<file path="config.mk">
export PLATFORM = sky130hd
export DESIGN_NAME = pc_branch_unit
export DESIGN_NICKNAME = d
export VERILOG_FILES = /design/src/rtl/pc_branch_unit_pkg.sv /design/src/rtl/pc_branch_unit_branch_cond.sv /design/src/rtl/pc_branch_unit.sv
export SDC_FILE = /design/constraint.sdc
export NUM_CORES = 1
export LEC_CHECK = 0
export CAP_MARGIN = 10
export CORE_UTILIZATION = 30
export CTS_BUF_LIST = sky130_fd_sc_hd__clkbuf_16
export DETAILED_ROUTE_END_ITERATION = 6
export PLACE_DENSITY = 0.57
export SYNTH_ARGS = -nofsm -noshare
export SYNTH_HDL_FRONTEND = slang
export SYNTH_HIERARCHICAL = 1
export SYNTH_SLANG_ARGS = --single-unit
</file>
<file path="constraint.sdc">
create_clock -name clk -period 3.1 [get_ports clk]
set_clock_uncertainty 0.2 [all_clocks]
set_input_delay 0.62 -clock clk [delete_from_list [all_inputs] [get_ports clk]]
set_output_delay 0.62 -clock clk [all_outputs]
set_load 0.01 [all_outputs]
</file>
<file path="src/rtl/pc_branch_unit_pkg.sv">
// Shared definitions for the PC / branch stage: condition codes, sequencer states, flag layout.
package pc_branch_unit_pkg;

    localparam int unsigned COND_W = 3;
    localparam int unsigned FLAG_W = 3;

    // Flag register bit order is {Z,N,P}
    localparam int unsigned FLAG_Z = 2;
    localparam int unsigned FLAG_N = 1;
    localparam int unsigned FLAG_P = 0;

    typedef enum logic [COND_W-1:0] {
        COND_AL = 3'b000,
        COND_Z  = 3'b001,
        COND_NZ = 3'b010,
        COND_N  = 3'b011,
        COND_NN = 3'b100,
        COND_P  = 3'b101,
        COND_NP = 3'b110,
        COND_NV = 3'b111
    } cond_e;

    typedef enum logic [1:0] {
        ST_RUN   = 2'd0,
        ST_FLUSH = 2'd1,
        ST_HALT  = 2'd2
    } state_e;

endpackage

</file>
<file path="src/rtl/pc_branch_unit_branch_cond.sv">
// Combinational branch-condition evaluator over the {Z,N,P} flags.
module branch_cond
    import pc_branch_unit_pkg::*;
(
    input  logic [COND_W-1:0] br_cond,
    input  logic [FLAG_W-1:0] flags,
    output logic              cond_true
);

    // Select the flag test named by the condition code
    always_comb begin
        cond_true = 1'b0;
        case (cond_e'(br_cond))
            COND_AL: cond_true = 1'b1;
            COND_Z:  cond_true = flags[FLAG_Z];
            COND_NZ: cond_true = ~flags[FLAG_Z];
            COND_N:  cond_true = flags[FLAG_N];
            COND_NN: cond_true = ~flags[FLAG_N];
            COND_P:  cond_true = flags[FLAG_P];
            COND_NP: cond_true = ~flags[FLAG_P];
            COND_NV: cond_true = 1'b0;
            default: cond_true = 1'b0;
        endcase
    end

endmodule

</file>
<file path="src/rtl/pc_branch_unit.sv">
// PC register, flag register and RUN/FLUSH/HALT sequencer fed by the ALU flags.
module pc_branch_unit
    import pc_branch_unit_pkg::*;
#(
    parameter int unsigned ADDR_W = 10,
    parameter int unsigned OFF_W  = 8
) (
    input  logic              clk,
    input  logic              rst_n,
    input  logic              stall,
    input  logic              flags_we,
    input  logic              zero_in,
    input  logic              neg_in,
    input  logic              par_in,
    input  logic              br_valid,
    input  logic [COND_W-1:0] br_cond,
    input  logic [OFF_W-1:0]  br_off,
    input  logic              jmp_valid,
    input  logic [ADDR_W-1:0] jmp_target,
    input  logic              halt_req,
    output logic [ADDR_W-1:0] pc,
    output logic [ADDR_W-1:0] link_addr,
    output logic [FLAG_W-1:0] flags_q,
    output logic              taken,
    output logic              flush,
    output logic              halted
);

    state_e              state_q, state_d;
    logic [ADDR_W-1:0]   pc_q, pc_d;
    logic [FLAG_W-1:0]   flags_d;
    logic                flush_q, flush_d;
    logic                halted_q, halted_d;

    logic [FLAG_W-1:0]   flags_in;
    logic [FLAG_W-1:0]   eff_flags;
    logic                cond_true;
    logic                br_hit;
    logic [ADDR_W-1:0]   pc_inc;
    logic [ADDR_W-1:0]   br_target;

    // Bypass the flags written by the current instruction into the branch test
    always_comb begin
        flags_in  = {zero_in, neg_in, par_in};
        eff_flags = flags_we ? flags_in : flags_q;
        pc_inc    = pc_q + ADDR_W'(1);
        br_target = pc_q + ADDR_W'($signed(br_off));
        br_hit    = br_valid & cond_true;
    end

    branch_cond u_branch_cond (
        .br_cond   (br_cond),
        .flags     (eff_flags),
        .cond_true (cond_true)
    );

    // Next-state, next-PC and flag update; stall holds every register
    always_comb begin
        state_d  = state_q;
        pc_d     = pc_q;
        flags_d  = flags_q;
        flush_d  = flush_q;
        halted_d = halted_q;
        if (!stall) begin
            case (state_q)
                ST_RUN: begin
                    if (flags_we) flags_d = flags_in;
                    if (halt_req) begin
                        state_d = ST_HALT;
                    end else if (jmp_valid) begin
                        pc_d    = jmp_target;
                        state_d = ST_FLUSH;
                    end else if (br_hit) begin
                        pc_d    = br_target;
                        state_d = ST_FLUSH;
                    end else begin
                        pc_d    = pc_inc;
                    end
                end
                ST_FLUSH: begin
                    pc_d    = pc_inc;
                    state_d = ST_RUN;
                end
                ST_HALT: begin
                    state_d = ST_HALT;
                end
                default: begin
                    state_d = ST_RUN;
                end
            endcase
            flush_d  = (state_d == ST_FLUSH);
            halted_d = (state_d == ST_HALT);
        end
    end

    // State, PC, flag and status registers
    always_ff @(posedge clk or negedge rst_n) begin
        if (!rst_n) begin
            state_q  <= ST_RUN;
            pc_q     <= '0;
            flags_q  <= '0;
            flush_q  <= 1'b0;
            halted_q <= 1'b0;
        end else begin
            state_q  <= state_d;
            pc_q     <= pc_d;
            flags_q  <= flags_d;
            flush_q  <= flush_d;
            halted_q <= halted_d;
        end
    end

    assign pc        = pc_q;
    assign link_addr = pc_inc;
    assign flush     = flush_q;
    assign halted    = halted_q;
    assign taken     = (state_q == ST_RUN) & (jmp_valid | br_hit);

endmodule

</file>
== Word-level counts from Yosys, hierarchy flattened ==
Cells that the tools add are included.

* Reductions and logical operators: 5
* Equal/unequal tests: 12
* Muxes and demuxes: 11
* Bitwise operators: 7
* Add/sub/neg operators: 2

{| class="wikitable"
|+ Operators with widths
! cell !! number
|-
| 2-to-1 mux 10 bit || 3
|-
| case mux 10 bit (2 select lines) || 1
|-
| == test 3 bit, second input constant || 4
|-
| adder 10 x 1 -> 10 bit, second input constant || 1
|-
| adder 10 bit || 1
|-
| 2-to-1 mux 2 bit || 4
|-
| case mux 1 bit (8 select lines) || 1
|-
| == test 3 x 2 -> 1 bit, second input constant || 2
|-
| == test 2 x 1 -> 1 bit, second input constant || 2
|-
| == test 2 bit, second input constant || 2
|-
| inverter 1 bit || 4
|-
| case mux 2 bit (2 select lines) || 1
|-
| == test 3 x 1 -> 1 bit, second input constant || 1
|-
| logical NOT 3 bit || 1
|-
| 2-to-1 mux 3 bit || 1
|-
| AND reduction 3 bit || 1
|-
| AND 1 bit || 2
|-
| logical NOT 2 bit || 1
|-
| != test 2 bit, second input constant || 1
|-
| AND reduction 2 bit || 1
|-
| nonzero test 2 bit || 1
|-
| OR 1 bit || 1
|}

* Input port bits: 31
* Output and inout bits: 26
* Flip-flop bits (word level): 17
* Logic and storage cells: 42

== Longest topological paths before layout ==
Gate-level depths: netlist of the first run.

* Word-level depth: 10
* Depth in mapped cells: 10
* Mapped depth without buffers: 9

== By module ==
Netlist of the first run, hierarchy kept.

{| class="wikitable"
|+ By module, submodules not included
! module !! cells an instance !! area an instance (um^2) !! instances
|-
| pc_branch_unit || 185 || 1604.0 || 1
|-
| branch_cond || 9 || 52.6 || 1
|}

== Worst setup path before layout of the first run ==
No wires, ideal clock.

* Path kind: input -> output
* Start: input flags_we
* End: output taken
* Stages on the path: 6
* Path buffers: 0
* Required time: 2280 ps
* Arrival: 1827 ps
* Setup slack: 453 ps
* Cells stage by stage: mux2_2 > nor2_1 > a31oi_1 > o221ai_1 > a21oi_1 > nor3_1

* Word-level cells in the longest chain between the ends: 6

{| class="wikitable"
|+ RTL lines
! item !! RTL line !! RTL
|-
| start, declared || pc_branch_unit.sv:11 || <nowiki>input logic flags_we,</nowiki>
|-
| 2-to-1 mux 3 bit (*) || -- ||
|-
| inverter 1 bit, on equally long branches || pc_branch_unit_branch_cond.sv:20, pc_branch_unit_branch_cond.sv:16, pc_branch_unit_branch_cond.sv:18 ||
|-
| case mux 1 bit (8 select lines) (*) || pc_branch_unit_branch_cond.sv:13 || <nowiki>case (cond_e'(br_cond))</nowiki>
|-
| net cond_true || pc_branch_unit.sv:37 || <nowiki>logic cond_true;</nowiki>
|-
| AND 1 bit (*) || pc_branch_unit.sv:48 || <nowiki>br_hit = br_valid & cond_true;</nowiki>
|-
| OR 1 bit (*) || pc_branch_unit.sv:117 || <nowiki>assign taken = (state_q == ST_RUN) & (jmp_valid | br_hit);</nowiki>
|-
| AND 1 bit (*) || pc_branch_unit.sv:117 ||
|-
| end, declared || pc_branch_unit.sv:24 || <nowiki>output logic taken,</nowiki>
|}

The timed path passes the listed nets; every way through them passes the cells marked *.

== Worst setup path in the final report of the first run ==
* Start: register pc_q[6] (netlist: pc[6])
* End: output link_addr[9]

* Word-level cells in the longest chain between the ends: 1

{| class="wikitable"
|+ RTL lines
! item !! RTL line !! RTL
|-
| start, declared || pc_branch_unit.sv:30 || <nowiki>logic [ADDR_W-1:0] pc_q, pc_d;</nowiki>
|-
| start signal, assigned || pc_branch_unit.sv:106 || <nowiki>pc_q <= pc_d;</nowiki>
|-
| adder 10 x 1 -> 10 bit || pc_branch_unit.sv:46 || <nowiki>pc_inc = pc_q + ADDR_W'(1);</nowiki>
|-
| end, declared || pc_branch_unit.sv:22 || <nowiki>output logic [ADDR_W-1:0] link_addr,</nowiki>
|}

No other way between the ends.

==> reports/qor.yml, run 1 <==
worst_setup_path:
  cp.arrival_ns: 2.17
  worstSetupStartpointType: "flip-flop"
  rrSetupSlack_ns: 0.56
  rr_startpoint: "flags_q[0]"
  endpoint_kind: "output pin"
  critical_path_class: "flip-flop to output pin"
  required_ns: 2.28
  crit_fanout: 5
  r2r_cells: 10
  reg2reg_to: "pc[3]"
finish:
  fin_area_sq_mm: 0.00251
  nFillCells: 524
  final_common_cell: "clkdlybuf4s50_1"
  nets: 309
  drive_gt1_share_pct: 17.7
  diodes: 0
  synthToLayoutAreaGrowth_pct: 51.3
  final_cell_mix: "54 x clkdlybuf4s50_1, 19 x buf_4, 16 x nor2_1, 16 x a21oi_1, 16 x dfrtp_1"
  post-route-util_pct: 48.1
  final_cells: 336
die:
  initial_core_util_pct: 31.8
  num_rows: 26
  ios: 57
  core-area_sq_mm: 0.00520
  chipHeight_um: 76.3
  dieArea_sq_mm: 0.00582
  die_w_um: 76.3
clock_network:
  holdBufCountCts: 0
  cts_tree: "yes"
  cts_buffers: 3
  cts-root-buf: "clkbuf_16"
  insertion_delay_ns: 0.25
  clkTransAtPathRegs_ns: 0.05
  htreeDepth: 1
  cts_sinks: 17
  cts_buffer_depth: 2
synth:
  avgSynthCellArea_sq_um: 8.54
  synth_cell_types: 58
  seq_area_frac_synth_pct: 25.7
  yosysTopAreaCell: "dfrtp_1"
  synthFlopType: "dfrtp_1"
  ys_warn_count: 6
  async_flop_share_pct: 100
  synth-edff-count: 0
  syn_area_sq_mm: 0.00166
  syn_nets: 236
  yosysTopAreaCellShare_pct: 25.7
  ys_top_cells_by_area: "dfrtp_1 26%, ha_1 7.6%, a21oi_1 5.1%"
  ys_seq_elements: 17
  syn_inst: 194
pwr:
  leakage_nw: 1.05
  peakVddDrop_v: 0.000344
  p_per_area_mw_per_mm2: 808
  power.total_mw: 2.03
sta:
  rsz0062_at_grt: "no"
  min_period_over_period_pct: 96.3
  slew_headroom_pct: 40.5
  min_period_ns: 2.99
  fin_tns_setup_ns: 0
  fmax_ghz: 0.335
  tightest_slew_ns: 0.890
  hold_viol: 0
  slew_viol_final: 0
  finalSetupViolations: 0
routing:
  met2_length_um: 2420
  wl_per_cell_um: 15.0
  drt-initial-drc-count: 79
  final_antenna_net_count: 0
  routed_wl_um: 5040
  detail_route.vias_per_cell: 5.29
  drt-pass1-iter-count: 4
  met3_length_um: 209
  top_layer_used: "met4"
  drt-met1-wl_um: 2380
  num_vias: 1776
  drc: 0
min_path:
  min_to: "flush"
  hold_path_class: "flip-flop to flip-flop"
  min_path_cells: 1
  min_from: "flush"
placed_design:
  placed_cell_area_sq_mm: 0.00239
  port_buffers: 56
  dp.cells: 330
  post-dp-hpwl_um: 3850
  gp_congestion: 0.794
grt:
  grt_first_pass_wirelength_um: 8240
  grt_pass1_vias: 1712
  grt_overflow: 0
  antenna_found_initial: 0
  grt_start_max_net_pins: 18
  grt.total_usage_pct: 17.4
run_status:
  status: "finished, final reports clean"
run:
  cap_violations: 0
## cell usage after synthesis (all sizes together), types with 2 or more instances
cell type	count
o22ai	6
o21a	3
mux2	8
a21o	4
ha	10
xnor2	5
a31oi	3
nor4b	2
a21oi	19
and3	2
or3	3
buf	5
nand3	6
nand4	2
nor2	16
dfrtp	17
a221oi	4
inv	9
a211oi	2
clkbuf	2
nor3b	2
o31ai	4
nor3	6
nand2	14
xor2	7
o21ai	11
nand2b	3
## state kept, by name, summed over array words and instances, names as in the netlist
signal,count
halted,1
pc,10
flags_q,3
state_q,2
flush,1
## final cells by class
cell class	count	area, sq um	share of cell area [%]
multi-input combinational	161	1180	47.1
sequential	17	427	17.0
clock inverter	1	5.00	0.200
inverter	9	33.8	1.35
clock buffer	3	75.1	3.00
tap	70	87.6	3.49
timing repair buffer	75	697	27.8
## critical path: stages (launching register included)
cell and delay [ns]:
dfrtp_1 0.54, nand4_2 0.18, or3_4 0.44, xnor2_2 0.19, clkdlybuf4s50_1 0.57
## metrics by stage
stage          hold WS (ns)  setup WS (ns)
2_1_floorplan         0.124          0.453
3_5_place_dp          0.271         -0.437
6_report              0.282          0.114
4_1_cts               0.285         0.0125
3_3_place_gp          0.273         -0.433
5_1_grt               0.324         0.0382
## timing repair
| item | CTS | global route |
|---|---|---|
| pin swaps | 1 | 2 |
| endpoints found under the setup margin | 5 | 9 |
| buffers inserted | 2 | 0 |
| resized for setup | 3 | 8 |
## power breakdown
part | total, mW | switching (mW) | internal (mW)
logic | 1.31 | 0.606 | 0.701
clock network | 0.262 | 0.0896 | 0.173
registers | 0.456 | 0.146 | 0.310
total | 2.03 | 0.842 | 1.18
## kinds of logic (layout without fill, tap and decap cells)
family,count (synthesis),after routing,share of synthesized area [%]
DFF,17,17,25.7
AOI/OAI and AO/OA,67,67,27.3
muxes,9,9,6.04
and+or+nand+nor,62,62,20.9
buffers and inverters,16,88,4.53
adders and majority gates,11,11,8.76
xor gates and xnor gates,12,12,6.80
## routing by layer
layer  GRT usage [%]  vias up
li1                -      877
met1            23.3      849
met2            30.1       48
met3            2.04        2
met4            3.65        0
met5               0        -
## worst max-delay path by stage
| stage | startpoint | endpoint | slack (ns) | depth (start not counted) |
|---|---|---|---|---|
| floorplan | flags_we | taken | 0.45 | 6 |
| detailed placement | flags_we | taken | -0.44 | 8 |
| global placement | flags_we | taken | -0.43 | 8 |
| finish | pc[6] | link_addr[9] | 0.11 | 4 |
| global route | par_in | taken | 0.04 | 8 |
| CTS | par_in | taken | 0.01 | 8 |
Note: power is estimated with default switching activity, not from simulation.
==> inputs of run 2 (changes only) <==
--- a/config.mk
+++ b/config.mk
@@ -5,10 +5,13 @@
 export SDC_FILE = /design/constraint.sdc
 export NUM_CORES = 1
 export LEC_CHECK = 0
+export ABC_AREA = 0
 export CAP_MARGIN = 10
+export CORE_ASPECT_RATIO = 1.5
 export CORE_UTILIZATION = 30
 export CTS_BUF_LIST = sky130_fd_sc_hd__clkbuf_16
 export DETAILED_ROUTE_END_ITERATION = 6
+export MAX_ROUTING_LAYER = met4
 export PLACE_DENSITY = 0.57
 export SYNTH_ARGS = -nofsm -noshare
 export SYNTH_HDL_FRONTEND = slang
==> run 2 against run 1 <==
Effect of this change: first-iteration DRC count decreased by 23%; register-to-register slack got worse by 0.03 ns; clock-buffer cell count unchanged; largest power group unchanged; highest routed layer unchanged.
==> reports/qor.yml, run 2 (synthesized netlist as in run 1, its figures left out) <==
sta:
  min_period_ns: 3.03  # was 2.99 ns
  fmax_ghz: 0.330  # was 0.335 GHz
  tightest_slew_ns: 0.798  # was 0.890 ns
  min_period_over_period_pct: 97.9  # was 96.3%
  slew_viol_final: 0  # unchanged
  hold_viol: 0  # unchanged
  rsz0062_at_grt: "no"  # unchanged
  slew_headroom_pct: 46.6  # was 40.5%
  finalSetupViolations: 0  # unchanged
placed_design:
  port_buffers: 56  # unchanged
  placed_cell_area_sq_mm: 0.00237  # was 0.00239 sq mm
  dp.cells: 325  # was 330
  post-dp-hpwl_um: 3940  # was 3850 um
  gp_congestion: 0.817  # was 0.794
pwr:
  peakVddDrop_v: 0.000331  # was 0.000344 V
  seqPwrFrac_pct: 22.4  # was 22.5%
  comb_power_share_pct: 64.6  # about the same
  switching_power_uw: 840  # was 842 uW
  power_frac_clock_pct: 13.0  # was 12.9%
  power.share.switching_pct: 41.9  # was 41.6%
  p_per_area_mw_per_mm2: 810  # was 808 mW/mm^2
  leakage_nw: 1.03  # was 1.05 nW
  p_int_mw: 1.17  # was 1.18 mW
finish:
  synthToLayoutAreaGrowth_pct: 49.4  # was 51.3%
  nFillCells: 549  # was 524
  final_cell_mix: "54 x clkdlybuf4s50_1, 17 x dfrtp_1, 16 x nor2_1, 15 x a21oi_1, 15 x buf_4"  # was 54 x clkdlybuf4s50_1, 19 x buf_4, 16 x nor2_1, 16 x a21oi_1, 16 x dfrtp_1
  final_cells: 330  # was 336
  fin_area_sq_mm: 0.00247  # was 0.00251 sq mm
  nets: 305  # was 309
  seq_area_sq_um: 425  # was 427 sq um
  multiInputGateArea_sq_mm: 0.00118  # about the same
  diodes: 0  # unchanged
  drive_gt1_share_pct: 15.6  # was 17.7%
  largest_reg_flops: 10  # unchanged
  final_common_cell: "clkdlybuf4s50_1"  # unchanged
worst_setup_path:
  endpoint_kind: "output pin"  # unchanged
  required_ns: 2.28  # about the same
  critical_path_class: "primary input to output pin"  # was flip-flop to output pin
  crit_fanout: 3  # was 5
  slowest_delay_ns: 0.40  # was 0.57 ns
  rrSetupSlack_ns: 0.53  # was 0.56 ns
  path_cells: "clkdlybuf4s50_1 -> mux2_2 -> and3b_1 -> o21ai_2 -> o221ai_2 -> a21oi_2 -> nor3_1 -> clkdlybuf4s15_1"  # was nand4_2 -> or3_4 -> xnor2_2 -> clkdlybuf4s50_1
  worstSetupStartpointType: "primary input"  # was flip-flop
  critPathSlowestCell: "clkdlybuf4s50_1"  # unchanged
  cp.arrival_ns: 2.21  # was 2.17 ns
grt:
  antenna_found_initial: 0  # unchanged
  grt_overflow: 0  # unchanged
  grt_first_pass_wirelength_um: 7890  # was 8240 um
  grt_pass1_vias: 1675  # was 1,712
  grt.total_usage_pct: 17.7  # was 17.4%
  grt_start_max_net_pins: 18  # unchanged
routing:
  drc: 0  # unchanged
  detail_route.vias_per_cell: 5.41  # was 5.29
  drt-initial-drc-count: 61  # was 79
  num_vias: 1784  # was 1,776
  wl_per_cell_um: 15.3  # was 15.0 um
  routed_wl_um: 5050  # was 5040 um
  final_antenna_net_count: 0  # unchanged
  drt-pass1-iter-count: 6  # was 4
clock_network:
  insertion_delay_ns: 0.25  # about the same
  cts_buffer_depth: 2  # unchanged
  cts-root-buf: "clkbuf_16"  # unchanged
  cts_sinks: 17  # unchanged
  htreeDepth: 1  # unchanged
  clkTransAtPathRegs_ns: 0.05  # about the same
  cts_buffers: 3  # unchanged
  cts_tree: "yes"  # unchanged
run_status:
  status: "finished, final reports clean"  # unchanged
die:
  initial_core_util_pct: 31.6  # was 31.8%
  chipHeight_um: 93.0  # was 76.3 um
  core-area_sq_mm: 0.00525  # was 0.00520 sq mm
  dieArea_sq_mm: 0.00583  # was 0.00582 sq mm
  die_w_um: 62.7  # was 76.3 um
  num_rows: 32  # was 26
  ios: 57  # unchanged
run:
  cap_violations: 0  # unchanged
min_path:
  hold_path_class: "flip-flop to flip-flop"  # unchanged
## run 2: cell types whose count changed in the layout (fill, tap and decap cells not counted)
| cell | before | now |
|---|---|---|
| a21oi_1 | 16 | 15 |
| a21oi_2 | 3 | 4 |
| buf_4 | 19 | 15 |
| clkbuf_2 | 1 | 0 |
| clkdlybuf4s15_1 | 0 | 1 |
| dfrtp_1 | 16 | 17 |
| dfrtp_2 | 1 | 0 |
| nand2b_1 | 2 | 3 |
| nand2b_2 | 1 | 0 |
| o21ai_1 | 3 | 2 |
| o21ai_2 | 0 | 1 |
| xor2_1 | 6 | 7 |
| xor2_2 | 1 | 0 |
## run 2: per-stage QoR
stage          utilization [%]  setup TNS, ns  total power, mW  setup WS (ns)  hold WS, ns
6_report                  47.2              0             2.01         0.0656        0.280
5_1_grt                   47.2              0             2.15         0.0121        0.310
4_1_cts                   46.9              0             2.01         0.0251        0.285
3_5_place_dp              45.1          -2.35             1.73         -0.439        0.271
3_3_place_gp              45.1          -2.14             1.73         -0.425        0.262
2_1_floorplan                -              0             1.15          0.453        0.124
## run 2: repair_timing
| item | CTS | global route |
|---|---|---|
| pin swaps | 2 | 1 |
| hold buffers | 0 | 0 |
| setup endpoints to repair | 5 | 2 |
| setup buffers | 0 | 1 |
| gates resized for setup | 5 | 3 |
## run 2: layer usage
layer | global-route usage [%] | vias up | wire length (um)
li1 | - | 868 | -
met1 | 19.1 | 850 | 2040
met2 | 33.9 | 56 | 2770
met3 | 1.46 | 10 | 148
met4 | 5.04 | 0 | 82
met5 | - | - | 0
## run 2: critical path: cells and delay by family
| kind | cells | cell delay, ns |
|---|---|---|
| mux | 1 | 0.30 |
| compound gates | 3 | 0.41 |
| simple gates | 2 | 0.25 |
| buf+inv | 2 | 0.63 |
## run 2: final timing paths
check | from | to | depth (start not counted)
worst max-delay path | par_in | taken | 8
worst min-delay path | halted | halted | 2
worst max register to register | pc[0] | pc[6] | 7
worst min register to register | halted | halted | 2
max in group asynchronous | rst_n | flags_q[2] | 1
min in group asynchronous | rst_n | pc[2] | 1
## run 2: final cells by class
cell class              instances  area share (%)
clock buffers                   3            3.03
clock inverters                 1           0.202
inverters                       9            1.37
multi-input cells             161            47.6
flip-flops and latches         17            17.2
well taps                      68            3.44
repair buffers                 71            27.1
## run 2: power by group through the flow
stage,clock network (mW),logic [mW],registers (mW)
floorplan,0,0.683,0.463
global placement,0,1.28,0.452
detailed placement,0,1.28,0.453
CTS,0.265,1.29,0.449
global route,0.274,1.40,0.468
finish,0.261,1.30,0.449
